===== src/rtl/spi_target.sv =====
// SPI mode-0 target: synchronises SCK/CS/COPI into clk_i, shifts 8-bit frames,
// and exchanges bytes through a ready/valid rx holding register and tx port.
//
// state | meaning
// IDLE  | chip select released, CIPO parked high, edges ignored
// SHIFT | chip select asserted, shifting bytes in and out
module spi_target #(
    parameter logic [7:0] FillByte   = 8'hFF,
    parameter int         SyncStages = 2
) (
    input  logic       clk_i,
    input  logic       rst_i,
    input  logic       spi_sck_i,
    input  logic       spi_cs_ni,
    input  logic       spi_copi_i,
    output logic       spi_cipo_o,
    output logic       spi_cipo_en_o,
    output logic [7:0] rx_data_o,
    output logic       rx_valid_o,
    input  logic       rx_ready_i,
    input  logic [7:0] tx_data_i,
    input  logic       tx_valid_i,
    output logic       tx_ready_o,
    output logic       active_o,
    output logic       rx_overflow_o,
    output logic       tx_underrun_o
);

    typedef enum logic {
        IDLE  = 1'b0,
        SHIFT = 1'b1
    } state_t;

    state_t state_q, state_d;

    logic [SyncStages-1:0] sck_sync, cs_sync, copi_sync, sync_fill;
    logic                  sck_s, cs_s, copi_s;
    logic                  sck_prev, cs_prev, cs_armed;
    logic                  sck_rise, sck_fall, cs_fall, cs_rise;

    logic [7:0] tx_shift, rx_shift;
    logic [2:0] bit_cnt;
    logic       byte_done;
    logic       load_tx;

    assign sck_s  = sck_sync[SyncStages-1];
    assign cs_s   = cs_sync[SyncStages-1];
    assign copi_s = copi_sync[SyncStages-1];

    // A CS already low when reset releases is not a fresh edge: only arm the
    // falling-edge detector once a genuinely sampled high has been seen.
    always_ff @(posedge clk_i or posedge rst_i) begin
        if (rst_i) begin
            sck_sync  <= '0;
            cs_sync   <= '1;
            copi_sync <= '0;
            sync_fill <= '0;
            sck_prev  <= 1'b0;
            cs_prev   <= 1'b1;
            cs_armed  <= 1'b0;
        end else begin
            sck_sync  <= {sck_sync[SyncStages-2:0], spi_sck_i};
            cs_sync   <= {cs_sync[SyncStages-2:0], spi_cs_ni};
            copi_sync <= {copi_sync[SyncStages-2:0], spi_copi_i};
            sync_fill <= {sync_fill[SyncStages-2:0], 1'b1};
            sck_prev  <= sck_s;
            cs_prev   <= cs_s;
            if (sync_fill[SyncStages-1] && cs_s) begin
                cs_armed <= 1'b1;
            end
        end
    end

    assign sck_rise = sck_s & ~sck_prev;
    assign sck_fall = ~sck_s & sck_prev;
    assign cs_fall  = cs_armed & cs_prev & ~cs_s;
    assign cs_rise  = cs_s & ~cs_prev;

    always_ff @(posedge clk_i or posedge rst_i) begin
        if (rst_i) begin
            state_q <= IDLE;
        end else begin
            state_q <= state_d;
        end
    end

    always_comb begin
        state_d = state_q;
        unique case (state_q)
            IDLE:    if (cs_fall) state_d = SHIFT;
            SHIFT:   if (cs_rise) state_d = IDLE;
            default: state_d = IDLE;
        endcase
    end

    // A byte completing as CS rises is still delivered, but no tx byte is
    // fetched for a frame that has already ended.
    assign load_tx = ((state_q == IDLE) && cs_fall) || (byte_done && (state_q == SHIFT));

    always_ff @(posedge clk_i or posedge rst_i) begin
        if (rst_i) begin
            tx_shift   <= '0;
            rx_shift   <= '0;
            bit_cnt    <= '0;
            byte_done  <= 1'b0;
            rx_data_o  <= '0;
            rx_valid_o <= 1'b0;
        end else begin
            byte_done <= 1'b0;

            if (load_tx) begin
                tx_shift <= tx_valid_i ? tx_data_i : FillByte;
            end else if ((state_q == SHIFT) && sck_fall && (bit_cnt != 3'd0)) begin
                tx_shift <= {tx_shift[6:0], 1'b0};
            end

            if ((state_q == IDLE) && cs_fall) begin
                bit_cnt <= '0;
            end else if (state_q == SHIFT) begin
                if (sck_rise) begin
                    rx_shift  <= {rx_shift[6:0], copi_s};
                    bit_cnt   <= bit_cnt + 3'd1;
                    byte_done <= (bit_cnt == 3'd7);
                end
                if (cs_rise) begin
                    bit_cnt <= '0;
                end
            end

            if (byte_done && (!rx_valid_o || rx_ready_i)) begin
                rx_data_o  <= rx_shift;
                rx_valid_o <= 1'b1;
            end else if (rx_valid_o && rx_ready_i) begin
                rx_valid_o <= 1'b0;
            end
        end
    end

    assign tx_ready_o    = load_tx & tx_valid_i;
    assign tx_underrun_o = load_tx & ~tx_valid_i;
    assign rx_overflow_o = byte_done & rx_valid_o & ~rx_ready_i;
    assign active_o      = (state_q == SHIFT);
    assign spi_cipo_en_o = active_o;
    assign spi_cipo_o    = active_o ? tx_shift[7] : 1'b1;

endmodule


===== config.mk =====
export PLATFORM = sky130hd
export DESIGN_NAME = spi_target
export DESIGN_NICKNAME = d
export VERILOG_FILES = /design/src/rtl/spi_target.sv
export SDC_FILE = /design/constraint.sdc
export NUM_CORES = 1
export LEC_CHECK = 0
export ABC_AREA = 0
export CAP_MARGIN = 20
export CORE_MARGIN = 10
export CORE_UTILIZATION = 56
export CTS_CLUSTER_SIZE = 8
export DETAILED_ROUTE_END_ITERATION = 8
export MAX_ROUTING_LAYER = met4
export PLACE_DENSITY = 0.84
export SETUP_SLACK_MARGIN = 0.1
export SYNTH_ARGS = -nofsm -noshare
export SYNTH_HDL_FRONTEND = slang
export SYNTH_SLANG_ARGS = --single-unit

===== constraint.sdc =====
create_clock -name clk_i -period 3.4 [get_ports clk_i]
set_input_delay 0.85 -clock clk_i [delete_from_list [all_inputs] [get_ports clk_i]]
set_output_delay 0.85 -clock clk_i [all_outputs]
set_load 0.02 [all_outputs]

## Yosys cells after proc, flatten, opt, wreduce, memory -nomap -nowiden

Index checks and enable logic that the tools add are counted.

- Bits in registers: 41
- Output and inout bits: 15
- Logic and storage cells: 66
- Input port bits: 15

- Eq/ne operators: 1
- Bitwise logic cells: 17
- Add/subtract/negate cells: 1
- Mux-type cells: 16
- Reductions and logical operators: 17

Operators with widths:

| operator | number |
|---|---|
| $mux 8 | 3 |
| $mux 3 | 4 |
| $and 1x1->1 | 9 |
| $mux 1 | 8 |
| $not 1->1 | 8 |
| $logic_and 1x1->1 | 7 |
| $reduce_bool 2->1 | 3 |
| $reduce_bool 3->1 | 2 |
| $add 3x1->3 const B | 1 |
| $eq 3x3->1 const B | 1 |
| $reduce_and 3->1 | 1 |
| $logic_or 1x1->1 | 2 |
| $pmux 1 s2 | 1 |
| $reduce_and 2->1 | 1 |
| $logic_not 1->1 | 1 |

## Logic depth before layout (Yosys ltp)

- Depth after elaboration: 6
- Mapped depth: 6
- Mapped depth without buffers: 5

## Worst setup path after synthesis

Ideal clock, no wire load.

- Path type: register to output
- From: register state_q, in the netlist active_o
- To: output port tx_ready_o
- Arrival: 1.395 ns
- Cell stages (with the launch flop): 5
- Buffers on the path: 1
- Path slack: 1.155 ns
- Required time: 2.550 ns
- Cells stage by stage: dfrtp_1 -> buf_4 -> and4bb_4 -> a21oi_4 -> nor2b_1

- Word-level cells in the longest chain between the ends: 4
- Elaborated cells on any way between the ends: 5
- Those cells by class: bitwise: 2; reduce/logical: 3

RTL lines:

| what | RTL line | source |
|---|---|---|
| from (decl) | 34 | `state_t state_q, state_d;` |
| from (signal assigned) | 83 | `state_q <= state_d;` |
| $not 1->1 | -- |  |
| $logic_and 1x1->1 | 98 | `assign load_tx = ((state_q == IDLE) && cs_fall) \|\| (byte_done && (state_q == SHIFT));` |
| $logic_or 1x1->1 * | 98 |  |
| $and 1x1->1 * | 139 | `assign tx_ready_o = load_tx & tx_valid_i;` |
| to (decl) | 23 | `output logic tx_ready_o,` |

Mark *: on every way between the ends. The rest lies on a longest branch, timed or not.

## Worst setup path in the final report

- From: input port tx_valid_i
- To: output port tx_ready_o

- Word-level cells in the longest chain between the ends: 1

RTL lines:

| what | RTL line | source |
|---|---|---|
| from (decl) | 22 | `input logic tx_valid_i,` |
| $and 1x1->1 | 139 |  |

No other way between the ends.

==> metrics.md <==
| Metric | Value |
|---|---|
| Status | `complete, no violations` |
| Yosys warns | `0` |
| Port bufs | `29` |
| Proportion of layout cells with a drive suffix above 1 | `0.136` |
| I/O pins | `30` |
| Sequential fraction of design power | `0.566` |
| Remaining DRCs | `0` |
| Die Ht | `76.2 um` |
| Row count | `20` |
| Final worst path period share | `0.924` |
| Internal power | `786 uW` |
| Maximum clock frequency | `0.318 GHz` |
| Via count | `1253` |
| Slew @ Worst Pin | `0.567 ns` |
| Metal2 WL | `1630 um` |
| Max transition margin | `0.622` |
| Sequential-to-total area share from yosys stat | `0.582` |
| Register bit total from synthesis | `41` |
| Antenna violations before repair | `0` |
| Final min period | `3.14 ns` |
| Final WS setup | `0.258 ns` |
| Post-cts sizing count | `0` |
| Metal-1 WL | `1400 um` |
| Final setup viols | `0` |
| Die ar. | `0.00580 sq mm` |
| Clk_skew | `0.00742 ns` |
| Final Hold Viols | `0` |
| Routed wl met3 | `150 um` |
| TNS Setup | `0 ns` |
| Tot GR Track Use | `0.120` |
| Post-synth ARST share | `1.00` |
| Worst EP arrival | `2.29 ns` |
| Clk sink count | `41` |
| Ant diodes | `0` |
| First DRT Iteration DRCs | `84` |
| Hold WS | `0.363 ns` |
| CP startpoint kind | `input port` |
| CTS tree | `built` |
| Initial Utilization | `0.584` |
| Max cap viols | `0` |
| Leakage | `0.000948 uW` |
| Unique masters post-synth | `31` |
| Die width | `76.2 um` |
| Max IR drop VDD | `0.419 mV` |
| DR pass1 iterations | `4` |
| Longest Clk Path Bufs | `2` |
| Comb power frac | `0.181` |
| Maximum fanout along the worst path | `10` |
| First-pass GRT wire length | `5700 um` |
| Hold crit path type | `reg -> reg` |
| Syn Inst Count | `159` |
| Final net count | `208` |
| EDFF count, synth | `0` |
| Area occupied by multi-input gates | `681 sq um` |
| Top FF cell, synth | `dfrtp_1` |
| Root buffer cell | `clkbuf_4` |
| Worst skew pair latency | `0.35 ns` |
| Pre-CTS WS | `0.262 ns` |
| Worst EP required | `2.55 ns` |
| Final core utilization | `0.714` |
| Final ANT Viol Nets | `0` |
| Psw | `320 uW` |
| Power Total | `1110 uW` |
| Htree depth | `2` |
| CTS Buf Count | `5` |
| Clk slew on worst S/H paths | `0.12 ns` |
| Cell Area, Synth | `0.00177 sq mm` |
| Hold buffers post-CTS | `0` |
| Unrepaired setup endpoints after global routing | `no` |
| DR WL/cell | `13.8 um` |
| Largest net degree at the start of global routing | `27` |
| CP Class | `in -> out` |
| GRT overflow | `0` |
| Top Metal Used | `met4` |
| Vias in the first global route | `1282` |
| Power Density | `511 mW/mm^2` |
| Syn_nets | `177` |
| Synthesized area per cell | `11.1 sq um` |
| Clock Power Share | `0.253` |
| Core area | `0.00303 sq mm` |
| Register area | `0.00103 sq mm` |
| Filler Cells Inserted | `229` |
| Vias/cell | `5.33` |
| Post-CTS Setup Inserts | `0` |
| Net Sw Frac | `0.289` |
| Area grow syn2layout | `22.4%` |
| Detail Placement HPWL | `2460 um` |
| Slew Limit Fails | `0` |
| Gpl congestion | `0.750` |
| Final WL | `3250 um` |
| CP Capture Type | `primary output` |
-- metrics by stage --
step | area (sq um) | std cells
finish | 2160 | 235
global route | 2160 | 235
floorplan | 1770 | 159
detailed placement | 2090 | 227
CTS | 2160 | 235
global placement | 2090 | 227
-- registers in the layout, indices dropped and copies added, names as in the netlist, 2 cells and up --
register / cells
rx_shift: 8
sck_sync: 2
rx_data_o: 8
sync_fill: 2
tx_shift: 8
bit_cnt: 3
cs_sync: 2
copi_sync: 2
-- power by group through the flow --
stage | Combinational, uW | Sequential (uW) | Clock, uW
final | 201 | 626 | 279
after CTS | 202 | 625 | 285
after detailed placement | 200 | 635 | 0
after floorplan | 148 | 618 | 0
after global routing | 228 | 637 | 301
after global placement | 192 | 627 | 0
-- path summary, 6_finish.rpt --
kind	startpoint	end	slack (ns)	depth (start not counted)
max in group asynchronous	rst_i	rx_data_o[3]	1.84	3
worst min register to register	sck_sync[0]	sck_sync[1]	0.36	0
min in group asynchronous	rst_i	active_o	0.84	2
worst max register to register	bit_cnt[0]	tx_shift[1]	1.81	5
worst max-delay path	tx_valid_i	tx_ready_o	0.26	3
worst min-delay path	sck_sync[0]	sck_sync[1]	0.36	0
-- synthesized netlist by cell type (2+ instances only) --
| cell | n | share of area |
|---|---|---|
| nand2b_1 | 13 | 0.046 |
| nand4_1 | 7 | 0.025 |
| nor2b_1 | 2 | 0.0071 |
| dfstp_2 | 3 | 0.045 |
| a21oi_1 | 10 | 0.028 |
| nor2_1 | 2 | 0.0042 |
| buf_4 | 2 | 0.0085 |
| a31oi_1 | 6 | 0.021 |
| nand2_1 | 28 | 0.059 |
| nand3_1 | 3 | 0.0085 |
| dfrtp_1 | 38 | 0.54 |
| buf_2 | 3 | 0.0085 |
| inv_1 | 5 | 0.011 |
| mux2_2 | 8 | 0.051 |
| o31ai_1 | 11 | 0.047 |
| ha_1 | 3 | 0.021 |
-- cell type report --
class	instances	share of cell area
Tap cell	44	0.0254
Inverter	5	0.00868
Sequential cell	41	0.476
Multi-Input combinational cell	106	0.315
Clock buffer	7	0.0301
Clock inverter	1	0.00405
Timing Repair Buffer	31	0.141
-- cell families (layout without fill, tap and decap cells) --
group                      Yosys count  after routing  share of synthesized area
muxes                                8              8                     0.0510
adders and majority gates            3              3                     0.0212
DFF                                 41             41                      0.582
buffers and inverters               12             44                     0.0325
other                                1              1                    0.00212
AOI/OAI and AO/OA                   32             32                      0.124
and+or+nand+nor                     62             62                      0.187
-- layer usage --
metal,vias to the layer above,global-route usage
li1,615,-
met1,595,0.141
met2,34,0.189
met3,9,0.0342
met4,0,0.0502
met5,-,-
-- worst max-delay path, stage by stage --
cell and delay, ns:
clkdlybuf4s50_1 0.66, nor2b_1 0.17, clkdlybuf4s50_1 0.61
-- placed cells by master, fill, tap and decap left out, drive strengths merged, types with 2 or more instances in the layout --
cell type,instances
nor2b,2
dfstp,3
a31oi,7
nor2,2
dfrtp,38
inv,6
o31ai,11
clkbuf,7
mux2,8
ha,3
a21oi,11
clkdlybuf4s50,29
nand4,7
nand3,3
buf,2
nand2b,13
nand2,29
Note: power is estimated with default switching activity, not from simulation.
